--- src/rtl/wddl_phase_ctrl.sv ---
// Precharge/evaluate sequencer for a WDDL dual-rail datapath: drives the rails
// from a single-rail operand, samples the dual-rail result and flags rail faults.
module wddl_phase_ctrl #(
  parameter int WIDTH       = 8,
  parameter int PRE_CYCLES  = 1,
  parameter int EVAL_CYCLES = 2
) (
  input  logic             clk,
  input  logic             rst_n,
  input  logic             in_valid,
  output logic             in_ready,
  input  logic [WIDTH-1:0] in_data,
  output logic [WIDTH-1:0] dr_t,
  output logic [WIDTH-1:0] dr_f,
  input  logic [WIDTH-1:0] res_t,
  input  logic [WIDTH-1:0] res_f,
  output logic             out_valid,
  input  logic             out_ready,
  output logic [WIDTH-1:0] out_data,
  output logic [1:0]       out_status,
  output logic             busy
);

  localparam logic [1:0] ST_IDLE = 2'd0;
  localparam logic [1:0] ST_PRE  = 2'd1;
  localparam logic [1:0] ST_EVAL = 2'd2;
  localparam logic [1:0] ST_HOLD = 2'd3;

  localparam logic [3:0] PRE_LOAD  = 4'(PRE_CYCLES - 1);
  localparam logic [3:0] EVAL_LOAD = 4'(EVAL_CYCLES - 1);

  // A valid WDDL bit has exactly one rail high; equal rails mean incomplete or illegal.
  function automatic logic eval_fault(input logic [WIDTH-1:0] t, input logic [WIDTH-1:0] f);
    return |(~(t ^ f));
  endfunction

  logic [1:0]       state_r, state_s;
  logic [3:0]       cnt_r, cnt_s;
  logic [WIDTH-1:0] op_r, op_s;
  logic             pre_fault_r, pre_fault_s;
  logic             in_ready_s, out_valid_s, busy_s;
  logic [WIDTH-1:0] dr_t_s, dr_f_s, out_data_s;
  logic [1:0]       out_status_s;

  // Next-state and next-output computation; rails default to precharge (all 0).
  always_comb begin
    state_s      = state_r;
    cnt_s        = cnt_r;
    op_s         = op_r;
    pre_fault_s  = pre_fault_r;
    in_ready_s   = in_ready;
    out_valid_s  = out_valid;
    out_data_s   = out_data;
    out_status_s = out_status;
    dr_t_s       = {WIDTH{1'b0}};
    dr_f_s       = {WIDTH{1'b0}};
    case (state_r)
      ST_IDLE: begin
        if (in_valid && in_ready) begin
          op_s       = in_data;
          cnt_s      = PRE_LOAD;
          in_ready_s = 1'b0;
          state_s    = ST_PRE;
        end else begin
          in_ready_s = 1'b1;
        end
      end
      ST_PRE: begin
        if (cnt_r == 4'd0) begin
          pre_fault_s = |(res_t | res_f);
          cnt_s       = EVAL_LOAD;
          dr_t_s      = op_r;
          dr_f_s      = ~op_r;
          state_s     = ST_EVAL;
        end else begin
          cnt_s = cnt_r - 4'd1;
        end
      end
      ST_EVAL: begin
        if (cnt_r == 4'd0) begin
          out_data_s   = res_t;
          out_status_s = {pre_fault_r, eval_fault(res_t, res_f)};
          out_valid_s  = 1'b1;
          state_s      = ST_HOLD;
        end else begin
          cnt_s  = cnt_r - 4'd1;
          dr_t_s = op_r;
          dr_f_s = ~op_r;
        end
      end
      ST_HOLD: begin
        if (out_ready) begin
          out_valid_s = 1'b0;
          in_ready_s  = 1'b1;
          state_s     = ST_IDLE;
        end else begin
          out_valid_s = 1'b1;
        end
      end
      default: begin
        state_s     = ST_IDLE;
        cnt_s       = 4'd0;
        in_ready_s  = 1'b0;
        out_valid_s = 1'b0;
      end
    endcase
    busy_s = (state_s != ST_IDLE);
  end

  // State, datapath and registered outputs; reset forces rails to 0 immediately.
  always_ff @(posedge clk or negedge rst_n) begin
    if (!rst_n) begin
      state_r     <= ST_IDLE;
      cnt_r       <= 4'd0;
      op_r        <= {WIDTH{1'b0}};
      pre_fault_r <= 1'b0;
      in_ready    <= 1'b0;
      dr_t        <= {WIDTH{1'b0}};
      dr_f        <= {WIDTH{1'b0}};
      out_valid   <= 1'b0;
      out_data    <= {WIDTH{1'b0}};
      out_status  <= 2'b00;
      busy        <= 1'b0;
    end else begin
      state_r     <= state_s;
      cnt_r       <= cnt_s;
      op_r        <= op_s;
      pre_fault_r <= pre_fault_s;
      in_ready    <= in_ready_s;
      dr_t        <= dr_t_s;
      dr_f        <= dr_f_s;
      out_valid   <= out_valid_s;
      out_data    <= out_data_s;
      out_status  <= out_status_s;
      busy        <= busy_s;
    end
  end

endmodule
--- config.mk ---
export PLATFORM = sky130hd
export DESIGN_NAME = wddl_phase_ctrl
export DESIGN_NICKNAME = d
export VERILOG_FILES = /design/src/rtl/wddl_phase_ctrl.sv
export SDC_FILE = /design/constraint.sdc
export NUM_CORES = 1
export LEC_CHECK = 0
export BUFFER_PORTS_ARGS = -buffer_cell sky130_fd_sc_hd__buf_4
export CORE_MARGIN = 1.5
export CORE_UTILIZATION = 35
export DETAILED_ROUTE_END_ITERATION = 12
export GPL_TIMING_DRIVEN = 0
export PLACE_DENSITY_LB_ADDON = 0.08
export SLEW_MARGIN = 25
export SYNTH_ARGS = -nofsm -noshare
export SYNTH_HDL_FRONTEND = slang
export SYNTH_SLANG_ARGS = --single-unit
export TNS_END_PERCENT = 1
--- constraint.sdc ---
create_clock -name clk -period 5.1 [get_ports clk]
set_input_delay 1.02 -clock clk [delete_from_list [all_inputs] [get_ports clk]]
set_output_delay 1.02 -clock clk [all_outputs]
set_load 0.02 [all_outputs]
==> impl_metrics.py, run 1 <==
metrics = {
    "clock_network": {
        "cts.sink_count": 44,
        "h_tree_levels": 2,
        "worst_setup_hold_path_clk_slew_ns": 0.08,
        "ctsLongestPathBuffers": 2,
        "post-cts-setup-buffers": 0,
        "post_cts_resized": 0,
        "cts_bufs_inserted": 5,
        "clock_tree_from_tritoncts": "yes",
        "cts_hold_buf": 0,
        "cts_root_buf": "sky130_fd_sc_hd__clkbuf_8",
        "worst_skew_pair.late_latency_ns": 0.30,
    },
    "yosys": {
        "synth.largest_area_cell": "sky130_fd_sc_hd__dfrtp_1",
        "synth_common_cells": "sky130_fd_sc_hd__dfrtp_1, sky130_fd_sc_hd__inv_1, sky130_fd_sc_hd__mux2_2, sky130_fd_sc_hd__nor2_1, sky130_fd_sc_hd__ha_1",
        "synth-warning-count": 0,
        "post_synth.cell_area_avg_um2": 11.6,
        "synth_flop_cell": "sky130_fd_sc_hd__dfrtp_1",
        "proportion_of_synthesized_chip_area_in_sequential_cells_pct": 55.7,
        "synth.ff_latch_count": 44,
        "syn_nets": 212,
        "yosysMostFrequentCell": "sky130_fd_sc_hd__dfrtp_1",
        "yosysTopAreaCellShare_pct": 55.7,
        "syn_inst_count": 170,
        "syn_area_um2": 1980,
        "synth_top_cells_by_area": "sky130_fd_sc_hd__dfrtp_1, sky130_fd_sc_hd__mux2_2, sky130_fd_sc_hd__ha_1, sky130_fd_sc_hd__inv_1, sky130_fd_sc_hd__nor2_1",
        "async_flop_share_pct": 100,
        "synth_edf_count": 0,
        "synth_cell_types": 33,
    },
    "routing": {
        "vias": 1411,
        "drt_pre_antenna_iters": 4,
        "final_antenna_net_count": 0,
        "avgRoutedWirePerCell_um": 12.8,
        "drc": 0,
        "drt-total-wl_mm": 3.91,
        "avgViaCountPerCell": 4.61,
        "first_iter_violations": 38,
    },
    "timing": {
        "maxSlewHeadroom_pct": 62.7,
        "finalClockSkew_ns": 0.00488,
        "rsz0062_at_grt": "false",
        "report.final.slew_viol_count": 0,
        "finalSetupViolations": 0,
        "max_freq_mhz": 481,
        "fin_crit_sh_pct": 40.8,
        "setup-tns-final_ns": 0,
        "hold_ws_ns": 0.441,
        "final_period_minus_worst_setup_slack_ns": 2.08,
        "timing.final.hold_violations": 0,
        "worst-slew-pin-transition_ns": 0.560,
    },
    "die": {
        "initial_utilization_pct": 36.1,
        "die_height_um": 78.1,
        "fp.dieArea_um2": 6100,
        "floorplan.io_pins": 57,
        "num_rows": 27,
        "die_w_um": 78.1,
        "fp.coreArea_um2": 5470,
    },
    "placement": {
        "port-buffer-count": 56,
        "dp_hpwl_mm": 2.84,
        "gp_congestion": 0.738,
    },
    "global_routing": {
        "grt_util_all_layers_pct": 14.0,
        "grt_antenna_before_repair": 0,
        "grt_start_max_net_pins": 45,
        "grt_pass1_wl_mm": 6.54,
        "vias_in_the_first_global_route": 1389,
        "grt_overflow_total": 0,
    },
    "layout": {
        "utilization_pct": 47.2,
        "drive_above_1_share_pct": 36.8,
        "fillers": 548,
        "final_nets": 275,
        "antenna_diode_count": 0,
        "layout-area-overhead-vs-synth_pct": 30.8,
    },
    "critical_path": {
        "timing.critical_path.from_type": "flop",
        "worstPathMaxFanout": 8,
        "cp.required_ns": 5.34,
        "path_class": "reg2reg",
        "crit_arrival_ns": 2.32,
        "critical_path_endpoint_category": "flop",
    },
    "hold_path": {
        "hold_crit_path_type": "reg2reg",
    },
    "job": {
        "drv_cap": 0,
    },
    "power": {
        "vdd.ir_drop.worst_v": 0.000312,
        "power_per_standard_cell_area_nw_per_um2": 612,
        "leakage_nw": 1.30,
    },
    "run_status": {
        "run_status": "complete, no violations",
    },
}
## final cells by class
class                           count  area, um2  area share [%]
Sequential cell                    44       1100            42.6
Multi-Input combinational cell    102        783            30.3
Timing Repair Buffer               56        420            16.3
Tap cell                           72       90.1            3.49
Clock buffer                        6       82.6            3.20
Inverter                           21       78.8            3.05
Clock inverter                      2       15.0           0.581
Buffer                              3       12.5           0.484
## state kept, by name, summed over array words and instances, names as in the netlist, 2 cells and up
signal,flops
cnt_r,4
dr_f,8
dr_t,8
op_r,8
out_data,8
out_status,2
state_r,2
## layout by cell type (no fill, tap or decap), types with 2 or more instances in the layout
| master | n |
|---|---|
| sky130_fd_sc_hd__nor2b_1 | 2 |
| sky130_fd_sc_hd__clkbuf_8 | 6 |
| sky130_fd_sc_hd__clkinvlp_4 | 2 |
| sky130_fd_sc_hd__o21ai_0 | 7 |
| sky130_fd_sc_hd__nor2_1 | 18 |
| sky130_fd_sc_hd__inv_1 | 21 |
| sky130_fd_sc_hd__clkbuf_1 | 2 |
| sky130_fd_sc_hd__buf_4 | 56 |
| sky130_fd_sc_hd__dfrtp_1 | 44 |
| sky130_fd_sc_hd__or3_1 | 2 |
| sky130_fd_sc_hd__and2_1 | 8 |
| sky130_fd_sc_hd__nand4_1 | 4 |
| sky130_fd_sc_hd__mux2_2 | 18 |
| sky130_fd_sc_hd__nor3_1 | 2 |
| sky130_fd_sc_hd__a21oi_1 | 3 |
| sky130_fd_sc_hd__ha_1 | 14 |
| sky130_fd_sc_hd__nand2_1 | 6 |
## critical path, cell delays in order (launching register included)
cell	delay (ns)
sky130_fd_sc_hd__dfrtp_1	0.42
sky130_fd_sc_hd__inv_1	0.09
sky130_fd_sc_hd__ha_1	0.18
sky130_fd_sc_hd__nor3b_1	0.42
sky130_fd_sc_hd__nand2_1	0.22
sky130_fd_sc_hd__a21boi_1	0.49
sky130_fd_sc_hd__and2_1	0.20
## kinds of logic (layout without fill, tap and decap cells)
kind of cell | after synthesis | in the layout | synth area share, %
and+or+nand+nor | 47 | 47 | 12.3
DFF | 44 | 44 | 55.7
buffers and inverters | 24 | 88 | 4.62
AOI/OAI and AO/OA | 22 | 22 | 7.73
muxes | 18 | 18 | 10.3
adders and majority gates | 14 | 14 | 8.87
xor gates and xnor gates | 1 | 1 | 0.443
## worst paths after layout
path	depth (start not counted)	start	slack [ns]	to
max	6	cnt_r[0]	3.02	dr_t[5]
min	1	op_r[0]	0.44	dr_f[0]
max reg2reg	6	cnt_r[0]	3.02	dr_t[5]
min reg2reg	1	op_r[0]	0.44	dr_f[0]
max in group asynchronous	1	rst_n	4.02	cnt_r[3]
min in group asynchronous	1	rst_n	0.70	out_data[0]
## per-layer routing
metal	GRT usage (%)	wire [um]	up-vias
met4	4.82	59	0
met1	17.5	1780	673
met5	0	0	-
li1	-	-	695
met3	4.42	230	7
met2	22.9	1840	36
## per-stage QoR
stage	setup slack (ns)	cell area [um2]	power, mW	cells
2_1_floorplan	3.11	1980	1.09	170
3_3_place_gp	2.92	2490	1.36	298
3_5_place_dp	2.92	2490	1.37	298
4_1_cts	2.99	2580	1.60	306
5_1_grt	2.79	2580	1.70	306
6_report	3.02	2580	1.58	306
## where the power goes
part	total (mW)	switching, mW	internal [mW]
Sequential	0.580	0.0775	0.503
Clock	0.232	0.122	0.110
Combinational	0.769	0.409	0.361
No activity file was read; power rests on OpenSTA's default activity.
==> run 2: changes to the inputs <==
clock period = 2.1 ns   (was 5.1 ns; I/O delays follow)
==> run 2 against run 1 <==
  * Clock skew fell by 0.00078 ns
  * Sequential cell count did not move
  * Register-to-register slack got worse by 2.9 ns
  * Cell count fell by 0.33%
  * Die area did not move
  * Utilization rose by 0.18 points
  * Sequential share of layout area fell by 0.16 points
  * Worst hold slack got worse by 0.34 ns
  * Critical endpoint is now cnt_r[3]
  * Largest cell class unchanged
==> impl_metrics.py, run 2 (synthesized netlist as in run 1, its figures left out) <==
metrics = {
    "run_status": {
        "run_status": "complete, no violations",
    },
    "die": {
        "fp.coreArea_um2": 5470,
        "die_height_um": 78.1,
        "num_rows": 27,
        "floorplan.io_pins": 57,
        "die_w_um": 78.1,
        "fp.dieArea_um2": 6100,
        "initial_utilization_pct": 36.1,
    },
    "layout": {
        "final_nets": 274,
        "layout.cells.most_common": "sky130_fd_sc_hd__buf_4",
        "layout.area.seq_um2": 1100,
        "drive_above_1_share_pct": 38.2,
        "fillers": 551,
        "layout_common_cells": "sky130_fd_sc_hd__buf_4, sky130_fd_sc_hd__dfrtp_1, sky130_fd_sc_hd__inv_1",
        "antenna_diode_count": 0,
        "layout-area-overhead-vs-synth_pct": 31.3,
        "multi_input_area_um2": 797,
        "final_cells": 305,
    },
    "timing": {
        "rsz0062_at_grt": "false",
        "fin_crit_sh_pct": 92.0,
        "final_period_minus_worst_setup_slack_ns": 1.93,
        "timing.final.hold_violations": 0,
        "worst-slew-pin-transition_ns": 0.555,
        "report.final.slew_viol_count": 0,
        "setup_slack_ns": 0.168,
        "finalClockSkew_ns": 0.00410,
        "max_freq_mhz": 518,
        "finalSetupViolations": 0,
        "maxSlewHeadroom_pct": 63.0,
    },
    "power": {
        "vdd.ir_drop.worst_v": 0.000750,
        "report.power.total_mw": 3.85,
        "power_per_standard_cell_area_nw_per_um2": 1480,
        "leakage_nw": 1.30,
    },
    "clock_network": {
        "h_tree_levels": 2,
        "worst_setup_hold_path_clk_slew_ns": 0.08,
        "ctsLongestPathBuffers": 2,
        "cts_root_buf": "sky130_fd_sc_hd__clkbuf_8",
        "clock_tree_from_tritoncts": "yes",
        "cts.sink_count": 44,
        "worst_skew_pair.late_latency_ns": 0.30,
        "cts_hold_buf": 0,
        "cts_bufs_inserted": 5,
    },
    "routing": {
        "final_antenna_net_count": 0,
        "drt-total-wl_mm": 3.92,
        "vias": 1418,
        "avgRoutedWirePerCell_um": 12.8,
        "first_iter_violations": 41,
        "drc": 0,
        "avgViaCountPerCell": 4.65,
        "drt_pre_antenna_iters": 4,
    },
    "critical_path": {
        "setup.reg_to_reg.worst_slack_ns": 0.17,
        "timing.critical_path.from_type": "flop",
        "regToRegEndpoint": "cnt_r[3]",
        "worst_reg2reg_path_length_in_cells": 6,
        "worstPathCellList": "inv_1 -> ha_1 -> and4bb_4 -> a211o_1 -> or3_1 -> a21oi_1",
        "critical_path_endpoint_category": "flop",
        "crit_arrival_ns": 2.16,
        "cp.required_ns": 2.33,
        "path_class": "reg2reg",
        "r2r-start": "state_r[0]",
        "worstPathMaxFanout": 8,
        "critical_path.slowest_cell": "sky130_fd_sc_hd__dfrtp_1",
        "slowest_delay_ns": 0.41,
    },
    "hold_path": {
        "hold_crit_path_type": "in2async",
    },
    "placement": {
        "dp_hpwl_mm": 2.84,
        "place_inst": 298,
        "detailedPlace.worstSlack_ns": 0.0275,
        "port-buffer-count": 56,
        "gp_congestion": 0.738,
    },
    "global_routing": {
        "grt_antenna_before_repair": 0,
        "grt_start_max_net_pins": 45,
        "grt_overflow_total": 0,
        "vias_in_the_first_global_route": 1389,
        "grt_util_all_layers_pct": 14.0,
        "grt_pass1_wl_mm": 6.54,
    },
    "job": {
        "drv_cap": 0,
    },
}
run 2: metrics by stage:
stage | utilization [%] | hold WS, ns | TNS [ns] | cell area (um2)
after detailed placement | 45.4 | 0.430 | 0 | 2490
after CTS | 47.3 | 0.126 | 0 | 2590
after floorplan | - | 0.124 | 0 | 1980
after global placement | 45.4 | 0.424 | -0.177 | 2490
final | 47.4 | 0.103 | 0 | 2590
after global routing | 47.4 | 0.141 | 0 | 2590
run 2: routing by layer:
| layer | share of wire, % | up-vias | global-route usage (%) |
|---|---|---|---|
| li1 | - | 691 | - |
| met1 | 44 | 678 | 17.5 |
| met2 | 48 | 42 | 22.9 |
| met3 | 6.2 | 7 | 4.42 |
| met4 | 1.5 | 0 | 4.82 |
| met5 | 0 | - | 0 |
run 2: power by group:
group / internal, mW / total [mW] / leakage, nW / switching, mW
registers: 1.22 / 1.41 / 0.547 / 0.192
logic: 0.883 / 1.87 / 0.713 / 0.992
clock network: 0.266 / 0.558 / 0.0434 / 0.292
total: 2.37 / 3.85 / 1.30 / 1.48
run 2: cell type report:
cell class              count  area share, %
flip-flops and latches     44           42.5
clock buffers               6           3.18
multi-input cells         102           30.7
clock inverters             2          0.579
repair buffers             56           16.2
inverters                  21           3.04
plain buffers               2          0.338
well taps                  72           3.47
run 2: worst max path at each step:
stage | start | to | slack (ns) | depth (start not counted)
final | state_r[0] | cnt_r[3] | 0.17 | 6
after global placement | cnt_r[0] | dr_t[2] | -0.03 | 6
after detailed placement | cnt_r[0] | dr_t[1] | 0.03 | 6
after CTS | cnt_r[0] | dr_f[6] | 0.07 | 7
after floorplan | state_r[0] | cnt_r[3] | 0.34 | 6
after global routing | cnt_r[0] | busy | 0.05 | 6
run 2: worst max-delay path: cells and delay by family (launching register included):
family                   cells  cell delay (ns)
flip-flops                   1             0.41
buffers and inverters        1             0.08
AND/OR/NAND/NOR              2             0.61
AO/OA/AOI/OAI                2             0.48
adder cells (fa/ha/maj)      1             0.29
run 2: timing repair:
item	4_1_cts	5_1_grt
setup endpoints to repair	7	25
gates resized for setup	1	2
setup buffers	0	0
pin swaps	0	0
==> run 3: changes to the inputs <==
CELL_PAD_IN_SITES_DETAIL_PLACEMENT = 1   (was not set)
CELL_PAD_IN_SITES_GLOBAL_PLACEMENT = 1   (was not set)
==> run 3 against run 2 <==
  * Maximum frequency decreased by 1.9%
  * Setup slack lost 0.038 ns
  * Cell count unchanged
  * Critical endpoint unchanged
==> impl_metrics.py, run 3 (synthesized netlist as in run 1, its figures left out) <==
metrics = {
    "run_status": {
        "run_status": "complete, no violations",
    },
    "routing": {
        "avgRoutedWirePerCell_um": 14.2,
        "drt-total-wl_mm": 4.35,
        "avgViaCountPerCell": 4.74,
        "first_iter_violations": 34,
        "drc": 0,
        "vias": 1445,
        "drt_pre_antenna_iters": 4,
        "final_antenna_net_count": 0,
    },
    "hold_path": {
        "hold_crit_path_type": "in2async",
    },
    "die": {
        "initial_utilization_pct": 36.1,
        "fp.coreArea_um2": 5470,
        "floorplan.io_pins": 57,
        "die_height_um": 78.1,
        "die_w_um": 78.1,
        "num_rows": 27,
        "fp.dieArea_um2": 6100,
    },
    "layout": {
        "layout-area-overhead-vs-synth_pct": 31.3,
        "design_area_um2": 2590,
        "antenna_diode_count": 0,
        "layout.area.seq_um2": 1100,
        "final_nets": 274,
        "multi_input_area_um2": 797,
        "drive_above_1_share_pct": 38.2,
        "layout_common_cells": "sky130_fd_sc_hd__buf_4, sky130_fd_sc_hd__dfrtp_1, sky130_fd_sc_hd__inv_1",
        "layout.cells.most_common": "sky130_fd_sc_hd__buf_4",
        "fillers": 637,
    },
    "critical_path": {
        "r2r-start": "state_r[0]",
        "setup.reg_to_reg.worst_slack_ns": 0.13,
        "worstPathCellList": "inv_1 -> ha_1 -> and4bb_4 -> a211o_1 -> or3_1 -> a21oi_1",
        "path_class": "reg2reg",
        "crit_arrival_ns": 2.18,
        "slowest_delay_ns": 0.41,
        "cp.required_ns": 2.31,
        "regToRegEndpoint": "cnt_r[3]",
        "timing.critical_path.from_type": "flop",
        "worstPathMaxFanout": 8,
        "critical_path.slowest_cell": "sky130_fd_sc_hd__dfrtp_1",
        "worst_reg2reg_path_length_in_cells": 6,
        "critical_path_endpoint_category": "flop",
    },
    "clock_network": {
        "post_cts_resized": 2,
        "clock_tree_from_tritoncts": "yes",
        "worst_setup_hold_path_clk_slew_ns": 0.09,
        "cts.sink_count": 44,
        "worst_skew_pair.late_latency_ns": 0.29,
        "cts_bufs_inserted": 5,
        "cts_root_buf": "sky130_fd_sc_hd__clkbuf_8",
        "h_tree_levels": 2,
        "ctsLongestPathBuffers": 2,
        "cts_hold_buf": 0,
        "post-cts-setup-buffers": 0,
    },
    "placement": {
        "detailedPlace.worstSlack_ns": -0.146,
        "port-buffer-count": 56,
        "placed_area_um2": 2490,
        "gp_congestion": 0.841,
        "dp_hpwl_mm": 3.33,
    },
    "timing": {
        "setup-tns-final_ns": 0,
        "report.final.slew_viol_count": 0,
        "final_period_minus_worst_setup_slack_ns": 1.97,
        "worst-slew-pin-transition_ns": 0.547,
        "finalSetupViolations": 0,
        "finalClockSkew_ns": 0.00817,
        "setup_slack_ns": 0.130,
        "fin_crit_sh_pct": 93.8,
        "max_freq_mhz": 508,
        "rsz0062_at_grt": "false",
        "timing.final.hold_violations": 0,
        "maxSlewHeadroom_pct": 63.6,
    },
    "global_routing": {
        "grt_overflow_total": 0,
        "grt_antenna_before_repair": 0,
        "vias_in_the_first_global_route": 1584,
        "grt_pass1_wl_mm": 7.45,
        "grt_util_all_layers_pct": 15.6,
        "grt_start_max_net_pins": 45,
    },
    "power": {
        "report.power.total_mw": 3.89,
        "power_per_standard_cell_area_nw_per_um2": 1500,
        "leakage_nw": 1.30,
        "vdd.ir_drop.worst_v": 0.000614,
    },
    "job": {
        "drv_cap": 0,
    },
}
==> run 3: cell type report <==
class | count | share of cell area (%)
buffer | 2 | 0.338
clock buffer | 6 | 3.18
clock inverter | 2 | 0.579
inverter | 21 | 3.04
multi-input combinational | 102 | 30.7
sequential | 44 | 42.5
tap | 72 | 3.47
timing repair buffer | 56 | 16.2
==> run 3: where the power goes <==
group	internal, mW	switching [mW]	leakage (nW)
clock	0.266	0.284	0.0434
sequential	1.22	0.211	0.547
combinational	0.885	1.02	0.713
total	2.37	1.52	1.30
==> run 3: metrics by stage <==
step                std cells  hold WS (ns)  utilization, %
floorplan                 170         0.124               -
global placement          298         0.420            45.4
detailed placement        298         0.433            45.4
CTS                       305         0.123            47.3
global route              305         0.129            47.4
finish                    305         0.104            47.4
==> run 3: worst max-delay path by stage <==
stage | startpoint | end | slack, ns | depth (start not counted)
global route | state_r[0] | cnt_r[1] | 0.01 | 6
detailed placement | cnt_r[0] | dr_t[1] | -0.15 | 6
global placement | cnt_r[0] | dr_t[3] | -0.07 | 6
floorplan | state_r[0] | cnt_r[3] | 0.34 | 6
CTS | state_r[1] | op_r[3] | 0.05 | 5
finish | state_r[0] | cnt_r[3] | 0.13 | 6
==> run 3: worst max-delay path: cells and delay by family, from the launching register on <==
kind | cells | cell delay [ns]
fa+ha+maj | 1 | 0.31
compound gates | 2 | 0.48
flops | 1 | 0.41
buf+inv | 1 | 0.09
simple gates | 2 | 0.61
==> run 3: metal layers <==
metal,GRT usage (%),wire length [um]
met4,5.36,40
met1,17.5,1740
met5,0,0
met3,3.84,207
met2,28.8,2360
